===== config.mk =====
export PLATFORM = sky130hd
export DESIGN_NAME = fp_normalizer
export DESIGN_NICKNAME = d
export VERILOG_FILES = /design/src/rtl/fp_normalizer.sv
export SDC_FILE = /design/constraint.sdc
export NUM_CORES = 1
export LEC_CHECK = 0
export CAP_MARGIN = 20
export CORE_UTILIZATION = 52
export DETAILED_ROUTE_END_ITERATION = 10
export PLACE_DENSITY = 0.89
export SYNTH_ARGS = -nofsm -noshare
export SYNTH_HDL_FRONTEND = slang
export SYNTH_SLANG_ARGS = --single-unit

===== constraint.sdc =====
create_clock -name clk -period 2.4 [get_ports clk]
set_clock_uncertainty 0.2 [all_clocks]
set_input_delay 0.24 -clock clk [delete_from_list [all_inputs] [get_ports clk]]
set_output_delay 0.24 -clock clk [all_outputs]
set_load 0.02 [all_outputs]

===== src/rtl/fp_normalizer.sv =====
// Normalizes a raw half-precision sum using the upstream leading-one index: 2-stage pipeline,
// result 2 cycles after acceptance, valid/ready backpressure that stalls both stages without loss.
module fp_normalizer (
   input  logic        clk,
   input  logic        rst_n,
   input  logic        in_valid,
   output logic        in_ready,
   input  logic        in_sign,
   input  logic [4:0]  in_exp,
   input  logic [11:0] in_mant,
   input  logic [3:0]  in_lead_pos,
   output logic        out_valid,
   input  logic        out_ready,
   output logic [15:0] out_result,
   output logic        out_ovf,
   output logic        out_unf,
   output logic        out_zero
);

   logic s1_valid;
   logic s2_valid;
   logic s1_adv;
   logic s2_adv;

   // Stage 1 state; the carry bit is never needed past stage 1, so only [10:0] is kept
   logic               s1_sign;
   logic [10:0]        s1_mant;
   logic               s1_shr;
   logic [3:0]         s1_shamt;
   logic signed [6:0]  s1_exp;
   logic               s1_zero;

   logic               c_shr;
   logic [3:0]         c_shamt;
   logic signed [6:0]  c_exp;
   logic               c_zero;

   logic [9:0]         c_frac;
   logic [15:0]        c_result;
   logic               c_ovf;
   logic               c_unf;
   logic               c_zero2;

   assign in_ready  = !s1_valid || !s2_valid || out_ready;
   assign s1_adv    = in_valid && in_ready;
   assign s2_adv    = s1_valid && (!s2_valid || out_ready);
   assign out_valid = s2_valid;

   // Exponent kept 7-bit signed so in_exp+1 and in_exp-10 never wrap
   always_comb begin
      c_shr   = 1'b0;
      c_shamt = 4'd0;
      c_exp   = $signed({2'b00, in_exp});
      c_zero  = (in_mant == 12'h000) || (in_lead_pos > 4'd11);
      if (in_lead_pos == 4'd11) begin
         c_shr = 1'b1;
         c_exp = $signed({2'b00, in_exp}) + 7'sd1;
      end else if (in_lead_pos < 4'd10) begin
         c_shamt = 4'd10 - in_lead_pos;
         c_exp   = $signed({2'b00, in_exp}) - $signed({3'b000, c_shamt});
      end
   end

   always_comb begin
      c_frac   = s1_shr ? s1_mant[10:1] : (s1_mant[9:0] << s1_shamt);
      c_result = {s1_sign, s1_exp[4:0], c_frac};
      c_ovf    = 1'b0;
      c_unf    = 1'b0;
      c_zero2  = 1'b0;
      if (s1_zero) begin
         c_result = {s1_sign, 15'h0000};
         c_zero2  = 1'b1;
      end else if (s1_exp >= 7'sd31) begin
         c_result = {s1_sign, 5'h1F, 10'h000};
         c_ovf    = 1'b1;
      end else if (s1_exp <= 7'sd0) begin
         c_result = {s1_sign, 15'h0000};
         c_unf    = 1'b1;
      end
   end

   always_ff @(posedge clk) begin
      if (!rst_n) begin
         s1_valid   <= 1'b0;
         s2_valid   <= 1'b0;
         out_result <= 16'h0000;
         out_ovf    <= 1'b0;
         out_unf    <= 1'b0;
         out_zero   <= 1'b0;
      end else begin
         if (s1_adv) begin
            s1_valid <= 1'b1;
         end else if (s2_adv) begin
            s1_valid <= 1'b0;
         end
         if (s2_adv) begin
            s2_valid   <= 1'b1;
            out_result <= c_result;
            out_ovf    <= c_ovf;
            out_unf    <= c_unf;
            out_zero   <= c_zero2;
         end else if (out_ready) begin
            s2_valid <= 1'b0;
         end
      end
   end

   always_ff @(posedge clk) begin
      if (s1_adv) begin
         s1_sign  <= in_sign;
         s1_mant  <= in_mant[10:0];
         s1_shr   <= c_shr;
         s1_shamt <= c_shamt;
         s1_exp   <= c_exp;
         s1_zero  <= c_zero;
      end
   end

endmodule

==> results.toml <==
[outcome]
outcome = "finished clean"

[sta]
setup_violations = 0
tightest_slew_ns = 0.596
fmax_ghz = 0.434
slew_headroom = 0.603
period_needed_ns = 2.30
post-route-period-util = 0.960
whs_ns = 0.252
fin_tns_setup_ns = 0
finalWorstSetupSlack_ns = 0.0959
hold_viol = 0
final_max_slew_viol_count = 0

[global_routing]
grt_util_met3 = 0.0505
grt_pass1_vias = 1839
grt_max_degree = 26
grt_pass1_wl_mm = 8.63
overflow = 0
antenna_found_initial = 0
grtUsageTotal = 0.221
met2_usage = 0.340
grt.busiest_layer = "met2"
use_met1 = 0.307

[layout]
multi_input_area_mm2 = 0.00119
antenna_cells = 0
seqCellArea_mm2 = 0.00117
final_area_mm2 = 0.00314
fillers = 329
layout_common_cells = "46 x clkdlybuf4s50_1, 25 x edfxtp_1, 24 x nand2_1"
drive_above_1_share = 0.123
layout_commonest_cell = "clkdlybuf4s50_1"
area_growth_pct = 29.6
fin_cells = 337
fin_nets = 318

[floorplan]
dieArea_mm2 = 0.00494
dieHeight_um = 70.3
row_count = 24
io_pins = 47
start_util = 0.549
core_mm2 = 0.00441
die_w_um = 70.3

[run]
cap_violations = 0

[worst_setup_path]
r2r_start = "s1_shamt[1]"
critPathArrivalTime_ns = 2.15
reg2reg_setup_slack_ns = 0.29
cp-end-kind = "flop"
path_class = "input port to flop"
cp-start-kind = "input port"
critPathRequiredTime_ns = 2.25
cp_max_fo = 3
crit_start = "in_lead_pos[0]"

[logic_synthesis]
synth.distinct_cells = 49
avgSynthCellArea_um2 = 10.7
ys_seq_area_frac = 0.483
synth_warnings = 0
ys.flop_type = "edfxtp_1"
syn-num-nets = 260
syn_inst = 226
syn_area_mm2 = 0.00242
async_flop_share = 0
synth_edf_count = 25
ys_ff_latch = 46

[detailed_routing]
dr_total_vias = 2037
drc = 0
drt_iter0_markers = 192
first_pass_iters = 4
wire_per_inst_um = 15.8
via_per_inst = 6.04
routed_wl_mm = 5.31
drt.antenna.violating_nets = 0

[hold_path]
hp-start = "out_ovf"
hp-class = "flop to flop"

[clock_tree]
clkLatencyLatePin_ns = 0.29
cts_inserted_buffers = 5
holdBufCountCts = 0
htree_levels = 2
post_cts_buffers = 0
root_buffer = "clkbuf_8"
cts.reportedPaths.clkPinSlew_ns = 0.08
cts_buffer_depth = 2
cts_tree = "built"
cts.sinks = 46
cts_resized = 0

[power]
max-vdd-ir-drop_mv = 0.291
leakage_nw = 1.13
power_per_cell_area_mw_per_mm2 = 585

[placement]
gp_congestion = 0.919
port_buffers = 46
dp_cells = 329
dp_worst_setup_slack_ns = -0.328
dpl-instance-area_mm2 = 0.00301
dpl.hpwl_mm = 4.02
==> metal layers <==
layer	wire [um]	vias to the layer above
met5	0	-
met4	59	0
met3	317	6
met2	2540	99
met1	2390	944
li1	-	988
==> where the power goes <==
part           leakage [nW]  internal (mW)  total, mW  switching (mW)
Sequential            0.417          0.883      0.932          0.0490
Clock                0.0514          0.311      0.562           0.251
Combinational         0.662          0.178      0.344           0.166
==> synthesized netlist by cell type, types with 2 or more instances <==
cell,count,area [um2]
a211oi_1,2,15.0
a21oi_1,15,75.1
a221oi_1,4,35.0
a22oi_1,5,37.5
a31oi_1,3,18.8
a32o_1,2,20.0
a32oi_1,2,17.5
and2_1,3,18.8
and3_1,2,12.5
buf_4,2,15.0
clkbuf_1,6,22.5
dfxtp_1,21,420
edfxtp_1,25,751
ha_1,7,87.6
inv_1,8,30.0
mux2i_1,6,60.1
mux4_2,6,135
nand2_1,24,90.1
nand2b_1,3,18.8
nand3_1,7,35.0
nand3b_1,4,30.0
nor2_1,16,60.1
nor2b_1,3,18.8
nor3_1,3,15.0
nor4_1,5,31.3
o211ai_1,6,45.0
o21a_1,3,22.5
o21ai_0,3,15.0
o31ai_1,5,37.5
or3_1,3,18.8
xnor2_1,4,35.0
==> critical path, stage by stage <==
cell	delay [ns]
clkdlybuf4s50_1	0.43
buf_4	0.15
ha_1	0.24
xnor2_2	0.15
ha_1	0.32
a21o_1	0.18
a211oi_2	0.22
a21oi_1	0.08
xnor2_1	0.13
==> metrics by stage <==
stage / util / power [mW]
2_1_floorplan: - / 1.14
3_3_place_gp: 0.681 / 1.27
3_5_place_dp: 0.681 / 1.28
4_1_cts: 0.706 / 1.83
5_1_grt: 0.711 / 1.92
6_report: 0.711 / 1.84
==> cell type report <==
type,count,share of cell area
clock inverters,2,0.0120
flip-flops and latches,46,0.373
clock buffers,6,0.0231
multi-input cells,162,0.379
inverters,8,0.00956
repair buffers,61,0.182
well taps,52,0.0207
==> flip-flops by register name (all words and copies together), names as in the netlist <==
register / cells
out_result: 16
s1_mant: 11
s1_exp: 7
s1_shamt: 4
out_ovf: 1
out_unf: 1
out_valid: 1
out_zero: 1
s1_shr: 1
s1_sign: 1
s1_valid: 1
s1_zero: 1
==> kinds of logic (layout without fill, tap and decap cells) <==
group / count (synthesis) / after routing / synth area share
xor gates and xnor gates: 4 / 4 / 0.0145
buffers and inverters: 18 / 77 / 0.0341
muxes: 13 / 13 / 0.0852
DFF: 46 / 46 / 0.483
and+or+nand+nor: 75 / 75 / 0.150
AOI/OAI and AO/OA: 62 / 62 / 0.188
adders and majority gates: 8 / 8 / 0.0444
==> final timing paths <==
kind | depth (start not counted) | end
hold reg to reg | 2 | out_ovf
hold / removal | 2 | out_ovf
setup reg to reg | 5 | out_result[8]
setup / recovery | 9 | s1_exp[4]
Note: power is estimated with default switching activity, not from simulation.
